`config.mk`:
```
export PLATFORM = sky130hd
export DESIGN_NAME = comms_debug_probe_capture
export DESIGN_NICKNAME = d
export VERILOG_FILES = /design/src/rtl/comms_debug_pkg.sv /design/src/rtl/comms_debug_sample_ram.sv /design/src/rtl/comms_debug_probe_capture.sv
export SDC_FILE = /design/constraint.sdc
export NUM_CORES = 2
export LEC_CHECK = 0
export CELL_PAD_IN_SITES_DETAIL_PLACEMENT = 1
export CELL_PAD_IN_SITES_GLOBAL_PLACEMENT = 1
export CORE_ASPECT_RATIO = 1.5
export CORE_UTILIZATION = 32
export DETAILED_ROUTE_END_ITERATION = 8
export HOLD_SLACK_MARGIN = 0.02
export PLACE_DENSITY = 0.57
export SYNTH_ARGS = -nofsm -noshare
export SYNTH_HDL_FRONTEND = slang
export SYNTH_HIERARCHICAL = 1
export SYNTH_SLANG_ARGS = --single-unit
```
`constraint.sdc`:
```
create_clock -name clk16x -period 22.3 [get_ports clk16x]
set_clock_uncertainty 0.1 [all_clocks]
set_input_delay 3.345 -clock clk16x [delete_from_list [all_inputs] [get_ports clk16x]]
set_output_delay 3.345 -clock clk16x [all_outputs]
set_load 0.01 [all_outputs]
```
`src/rtl/comms_debug_pkg.sv`:
```
// Shared types for the CommsFPGA debug probe capture unit.
package comms_debug_pkg;

    // Capture sequencer states
    typedef enum logic [2:0] {
        ST_IDLE      = 3'd0,
        ST_PRETRIG   = 3'd1,
        ST_WAIT_TRIG = 3'd2,
        ST_POSTTRIG  = 3'd3,
        ST_DONE      = 3'd4
    } capture_state_e;

    // Trigger mode encodings for trig_edge
    localparam logic TRIG_LEVEL = 1'b0;
    localparam logic TRIG_EDGE  = 1'b1;

endpackage

```
`src/rtl/comms_debug_sample_ram.sv`:
```
// Simple dual-port sample store: one write port, one registered read port.
module comms_debug_sample_ram #(
    parameter int DEPTH  = 256,
    parameter int W      = 16,
    parameter int ADDR_W = $clog2(DEPTH)
) (
    input  logic              clk,
    input  logic              we,
    input  logic [ADDR_W-1:0] waddr,
    input  logic [W-1:0]      wdata,
    input  logic [ADDR_W-1:0] raddr,
    output logic [W-1:0]      rdata
);

    logic [W-1:0] mem [DEPTH];

    // Write port
    always_ff @(posedge clk) begin
        if (we) begin
            mem[waddr] <= wdata;
        end
    end

    // Registered read port
    always_ff @(posedge clk) begin
        rdata <= mem[raddr];
    end

endmodule

```
`src/rtl/comms_debug_probe_capture.sv`:
```
// Debug capture unit: channel select, masked level/edge trigger and a
// pre/post-trigger window held in a circular sample buffer.
// The state output is a debug view of the capture sequencer.
module comms_debug_probe_capture
    import comms_debug_pkg::*;
#(
    parameter int NUM_CH = 8,
    parameter int CH_W   = 16,
    parameter int DEPTH  = 256,
    localparam int ADDR_W = $clog2(DEPTH),
    localparam int SEL_W  = $clog2(NUM_CH)
) (
    input  logic                   clk16x,
    input  logic                   reset,
    input  logic [NUM_CH*CH_W-1:0] probe_bus,
    input  logic                   sample_en,
    input  logic [SEL_W-1:0]       ch_sel,
    input  logic [CH_W-1:0]        trig_value,
    input  logic [CH_W-1:0]        trig_mask,
    input  logic                   trig_edge,
    input  logic [ADDR_W-1:0]      pretrig_len,
    input  logic                   arm,
    input  logic                   abort,
    input  logic [ADDR_W-1:0]      rd_addr,
    output logic [CH_W-1:0]        rd_data,
    output logic                   armed,
    output logic                   triggered,
    output logic                   done,
    output logic [ADDR_W-1:0]      trig_ptr,
    output capture_state_e         state
);

    capture_state_e    state_q, state_d;
    logic [SEL_W-1:0]  ch_q;
    logic [CH_W-1:0]   value_q, mask_q;
    logic              edge_q;
    logic [ADDR_W-1:0] pre_len_q, pre_clamp, post_len;
    logic [ADDR_W-1:0] cnt_q, cnt_inc;
    logic [ADDR_W-1:0] wr_ptr_q, trig_ptr_q, rd_phys;
    logic              match_prev_q, rd_valid_q;
    logic [CH_W-1:0]   sel_data, ram_q;
    logic              match, capturing, sample, eval_trig, fire;

    // Channel multiplexer on the latched channel index
    always_comb begin
        sel_data = '0;
        for (int k = 0; k < NUM_CH; k++) begin
            if (ch_q == SEL_W'(k)) begin
                sel_data = probe_bus[k*CH_W +: CH_W];
            end
        end
    end

    // Trigger qualification and sample strobe
    always_comb begin
        pre_clamp = (pretrig_len > ADDR_W'(DEPTH-2)) ? ADDR_W'(DEPTH-2) : pretrig_len;
        post_len  = ADDR_W'(DEPTH-1) - pre_len_q;
        cnt_inc   = cnt_q + ADDR_W'(1);
        match     = ((sel_data ^ value_q) & mask_q) == '0;
        capturing = (state_q == ST_PRETRIG) || (state_q == ST_WAIT_TRIG) ||
                    (state_q == ST_POSTTRIG);
        // arm/abort cycles take no sample so the new configuration starts clean
        sample    = capturing && sample_en && !arm && !abort;
        // A zero-length pre-trigger lets the first PRETRIG sample evaluate the trigger
        eval_trig = sample && ((state_q == ST_WAIT_TRIG) ||
                               ((state_q == ST_PRETRIG) && (cnt_q == pre_len_q)));
        fire      = eval_trig && ((edge_q == TRIG_EDGE) ? (match && !match_prev_q) : match);
    end

    // Next-state logic; abort has priority over arm
    always_comb begin
        state_d = state_q;
        if (abort) begin
            state_d = ST_IDLE;
        end else if (arm) begin
            state_d = ST_PRETRIG;
        end else begin
            case (state_q)
                ST_PRETRIG: begin
                    if (fire) begin
                        state_d = ST_POSTTRIG;
                    end else if (sample && ((cnt_q == pre_len_q) || (cnt_inc == pre_len_q))) begin
                        state_d = ST_WAIT_TRIG;
                    end
                end
                ST_WAIT_TRIG: begin
                    if (fire) begin
                        state_d = ST_POSTTRIG;
                    end
                end
                ST_POSTTRIG: begin
                    if (sample && (cnt_inc == post_len)) begin
                        state_d = ST_DONE;
                    end
                end
                default: state_d = state_q;
            endcase
        end
    end

    // State, configuration, pointers and edge history
    always_ff @(posedge clk16x) begin
        if (reset) begin
            state_q      <= ST_IDLE;
            ch_q         <= '0;
            value_q      <= '0;
            mask_q       <= '0;
            edge_q       <= TRIG_LEVEL;
            pre_len_q    <= '0;
            cnt_q        <= '0;
            wr_ptr_q     <= '0;
            trig_ptr_q   <= '0;
            match_prev_q <= 1'b0;
            rd_valid_q   <= 1'b0;
        end else begin
            state_q    <= state_d;
            rd_valid_q <= (state_q == ST_DONE);
            if (abort) begin
                cnt_q        <= '0;
                match_prev_q <= 1'b0;
                trig_ptr_q   <= '0;
            end else if (arm) begin
                ch_q         <= ch_sel;
                value_q      <= trig_value;
                mask_q       <= trig_mask;
                edge_q       <= trig_edge;
                pre_len_q    <= pre_clamp;
                cnt_q        <= '0;
                match_prev_q <= 1'b0;
                trig_ptr_q   <= '0;
            end else if (sample) begin
                wr_ptr_q     <= wr_ptr_q + ADDR_W'(1);
                match_prev_q <= match;
                cnt_q        <= (state_d != state_q) ? '0 : cnt_inc;
                if (fire) begin
                    trig_ptr_q <= wr_ptr_q;
                end
            end
        end
    end

    // Readout address: logical offset 0 is the oldest sample of the window
    always_comb begin
        rd_phys = trig_ptr_q - pre_len_q + rd_addr;
    end

    comms_debug_sample_ram #(
        .DEPTH  (DEPTH),
        .W      (CH_W),
        .ADDR_W (ADDR_W)
    ) u_ram (
        .clk   (clk16x),
        .we    (sample),
        .waddr (wr_ptr_q),
        .wdata (sel_data),
        .raddr (rd_phys),
        .rdata (ram_q)
    );

    // Status outputs decoded from the registered state
    always_comb begin
        armed     = (state_q == ST_PRETRIG) || (state_q == ST_WAIT_TRIG);
        triggered = (state_q == ST_POSTTRIG) || (state_q == ST_DONE);
        done      = (state_q == ST_DONE);
        trig_ptr  = trig_ptr_q;
        state     = state_q;
        rd_data   = rd_valid_q ? ram_q : '0;
    end

endmodule
```
==> reports/summary.txt <==
status -> complete, but fails checks
failing checks -> design-rule violations, max-capacitance violations, max-slew violations
slowest CP cell -> buf_4
Hold Path Origin -> ch_q[0]$_SDFFE_PP0P_
vias -> 84230
clock latency on the worst-skew pair -> 1010 ps
min Tclk post-route -> 10120 ps
top-area cell type share of the netlist area -> 74.87%
crit-path most repeated cell -> buf_4
DRT iter0 DRCs -> 7467
Die W -> 587.0 um
drt via density -> 5.335
HP Class -> flop to flop
Pre-Repair DR Iteration Count -> 9
Total GRT Usage -> 19.24%
initial cell density of the core -> 32.08%
Post-Syn Instances -> 8084
# fillers -> 49650
Clock Pin Slew Worst Setup and Hold Paths -> 60 ps
TritonCTS buffer count -> 391
Layout Nets -> 8820
Synth Register Bits -> 4185
Remaining Overflow, GRT -> 0
synthesized net count -> 8286
FF-to-FF path depth -> 14
r2r startpoint -> trig_ptr[0]$_SDFFE_PP0P_
cts hold-fix bufs -> 0
critical path cell sequence -> clkdlybuf4s50_1 > inv_1 > fa_1 > fa_1 > inv_8 > buf_4 > buf_4 > buf_4 > buf_4 > mux4_2 > o22ai_1 > a21oi_1 > buf_4 > nand4_1 > nor4_1
max incr delay on CP -> 890 ps
EDFF count, synth -> 4096
pin count of the biggest net entering global routing -> 193
layout cell share with drive strength beyond 1 -> 23.22%
period utilization -> 45.39%
Setup crit start kind -> primary input
top_reg_cell synth -> edfxtp_1
YS warnings -> 6
Die Area -> 0.5163 mm^2
Die H -> 879.6 um
clock buffer depth -> 4
FMAX -> 0.09879 GHz
CP endpoint kind -> flop
Final Hold Fails -> 0
post-synth top area cell -> edfxtp_1
final worst setup slack -> 12180 ps
Root Driver -> clkbuf_16
antenna viol nets, final -> 0
Syn Area/Cell -> 20.32 um^2
first-pass GRT wire length -> 704100 um
final hold slack -> 357.4 ps
setup TNS -> 0 ps
synth unique cells -> 80
CP Class -> primary input to flop
Worst EP required -> 23060 ps
CP arrival -> 10880 ps
initial antenna violation count -> 20
Clock Sinks -> 4185
Slew HR -> -2.097%
Total Wirelength -> 507200 um
Leakage -> 58.77 nW
number of post-CTS setup repair buffers -> 0
worst slack, placed -> 11060 ps
Critical Path Source -> rd_addr[1]
WHS Path Cells -> 2
Max IR drop VDD -> 66.14 uV
H-tree depth -> 5
Max-cap violations -> 1
# DRC -> 4
drt wl/cell -> 32.13 um
fraction of synthesis flops using an asynchronous set or reset pin -> 0%
CTS tree -> yes
pwr dens -> 97.69 mW/mm^2
gpl congestion -> 0.8389
Mapped Area -> 0.1643 mm^2
Worst Tran Pin Value -> 1520 ps
core area -> 0.5121 mm^2
sequential area share after synthesis -> 75.95%
vias in the first global route -> 88880
total I/O pin count -> 215
area grow syn2layout -> 15.13%
Slew Limit Fails -> 2
number of port buffers -> 214
Post-CTS Resized -> 0
RSZ-0062 raised after global routing -> false
Detail Placement HPWL -> 306700 um
Synth area leaders -> edfxtp_1 (75%), mux4_2 (11%), mux2i_1 (3.7%)
Critical Path Fanout Max -> 62
setup violators final -> 0
row count -> 322
[placed cells by master (no fill, tap or decap), types with 20 or more instances in the layout]
| cell type | count |
|---|---|
| a211oi_1 | 21 |
| a21oi_1 | 247 |
| a221oi_1 | 28 |
| a22o_1 | 40 |
| a22oi_1 | 45 |
| buf_12 | 20 |
| buf_4 | 403 |
| bufinv_16 | 45 |
| clkbuf_1 | 71 |
| clkbuf_16 | 399 |
| clkdlybuf4s50_1 | 213 |
| clkinv_1 | 87 |
| clkinv_2 | 64 |
| dfxtp_1 | 88 |
| diode_2 | 50 |
| edfxtp_1 | 4096 |
| inv_1 | 40 |
| mux2_2 | 101 |
| mux2i_1 | 613 |
| mux4_2 | 801 |
| nand2_1 | 161 |
| nand3_1 | 45 |
| nand4_1 | 34 |
| nor2_1 | 232 |
| nor2_2 | 100 |
| nor3_1 | 88 |
| nor4_1 | 21 |
| o21ai_0 | 51 |
| o221ai_1 | 253 |
| o22ai_1 | 153 |
[cell type report]
cell class                      count  area (um^2)  share of cell area [%]
Clock buffer                      472        10280                   5.434
Clock inverter                    236         2421                   1.280
Inverter                           46        207.7                  0.1098
Timing Repair Buffer              640         5617                   2.969
Multi-Input combinational cell   3354        37210                   19.67
Sequential cell                  4185       124800                   65.97
Tap cell                         6804         8513                   4.501
Antenna cell                       50        125.1                 0.06615
[registers in the layout, summed over array words and instances, names as in the netlist]
signal,flops
u_ram/mem,4096
mask_q,16
u_ram/rdata,16
value_q,16
cnt_q,8
pre_len_q,8
trig_ptr,8
wr_ptr_q,8
ch_q,3
state,3
edge_q,1
match_prev_q,1
rd_valid_q,1
[metrics by stage]
| step | power (mW) | utilization, % | cell area (um^2) | cells |
|---|---|---|---|---|
| 4_1_cts | 18.66 | 36.91 | 189000 | 15740 |
| 3_5_place_dp | 11.90 | 34.43 | 176300 | 15030 |
| 6_report | 18.48 | 36.94 | 189200 | 15790 |
| 3_3_place_gp | 11.87 | 34.42 | 176200 | 15030 |
| 5_1_grt | 18.95 | 36.93 | 189100 | 15780 |
| 2_1_floorplan | 10.66 | - | 164300 | 8084 |
[worst max-delay path, delay by kind of cell]
family | cells | cell delay, ps
muxes | 1 | 410
AOI/OAI and AO/OA | 2 | 330
and+or+nand+nor | 2 | 1300
buffers and inverters | 8 | 3950
adders and majority gates | 2 | 1150
[cell usage after synthesis (40+ instances only)]
cell type,count
buf_2,82
a21oi_1,254
inv_1,45
nand3_1,54
nor3_1,99
mux2i_1,613
edfxtp_1,4096
clkbuf_1,263
a22oi_1,46
o221ai_1,253
mux4_2,801
nand2_1,163
o21ai_0,57
mux2_2,101
o22ai_1,153
dfxtp_1,89
buf_6,80
a22o_1,40
nor2_1,337
[final timing paths]
path / to / slack (ps)
worst min register to register: ch_q[0]$_SDFFE_PP0P_ / 360
worst min-delay path: ch_q[0]$_SDFFE_PP0P_ / 360
worst max-delay path: u_ram/rdata[11]$_DFF_P_ / 12180
worst max register to register: u_ram/rdata[11]$_DFF_P_ / 14310
[layer usage]
metal / wire length, um / global-route usage, % / up-vias / share of wire, %
met5: 37 / 0 / - / 0.0073
met3: 23080 / 2.201 / 727 / 4.6
met2: 264700 / 34.68 / 2526 / 52
met1: 188500 / 22.27 / 46090 / 37
met4: 30890 / 10.64 / 6 / 6.1
li1: - / - / 34880 / -
[where the power goes]
group,switching [mW],internal (mW)
Sequential,0.0577,8.84
Combinational,1.95,0.851
Clock,2.97,3.81
Total,4.97,13.5
[cells by family (layout without fill, tap and decap cells)]
group	after synthesis	count (layout)	share of synthesized area, %
flip-flops	4185	4185	75.95
multiplexers	1515	1515	15.41
AO/OA/AOI/OAI	952	952	4.058
AND/OR/NAND/NOR	828	828	2.333
buffers and inverters	545	1394	1.867
XOR/XNOR	42	42	0.2239
adder cells (fa/ha/maj)	17	17	0.1614
other	0	50	0
(Power assumes the default switching activity.)
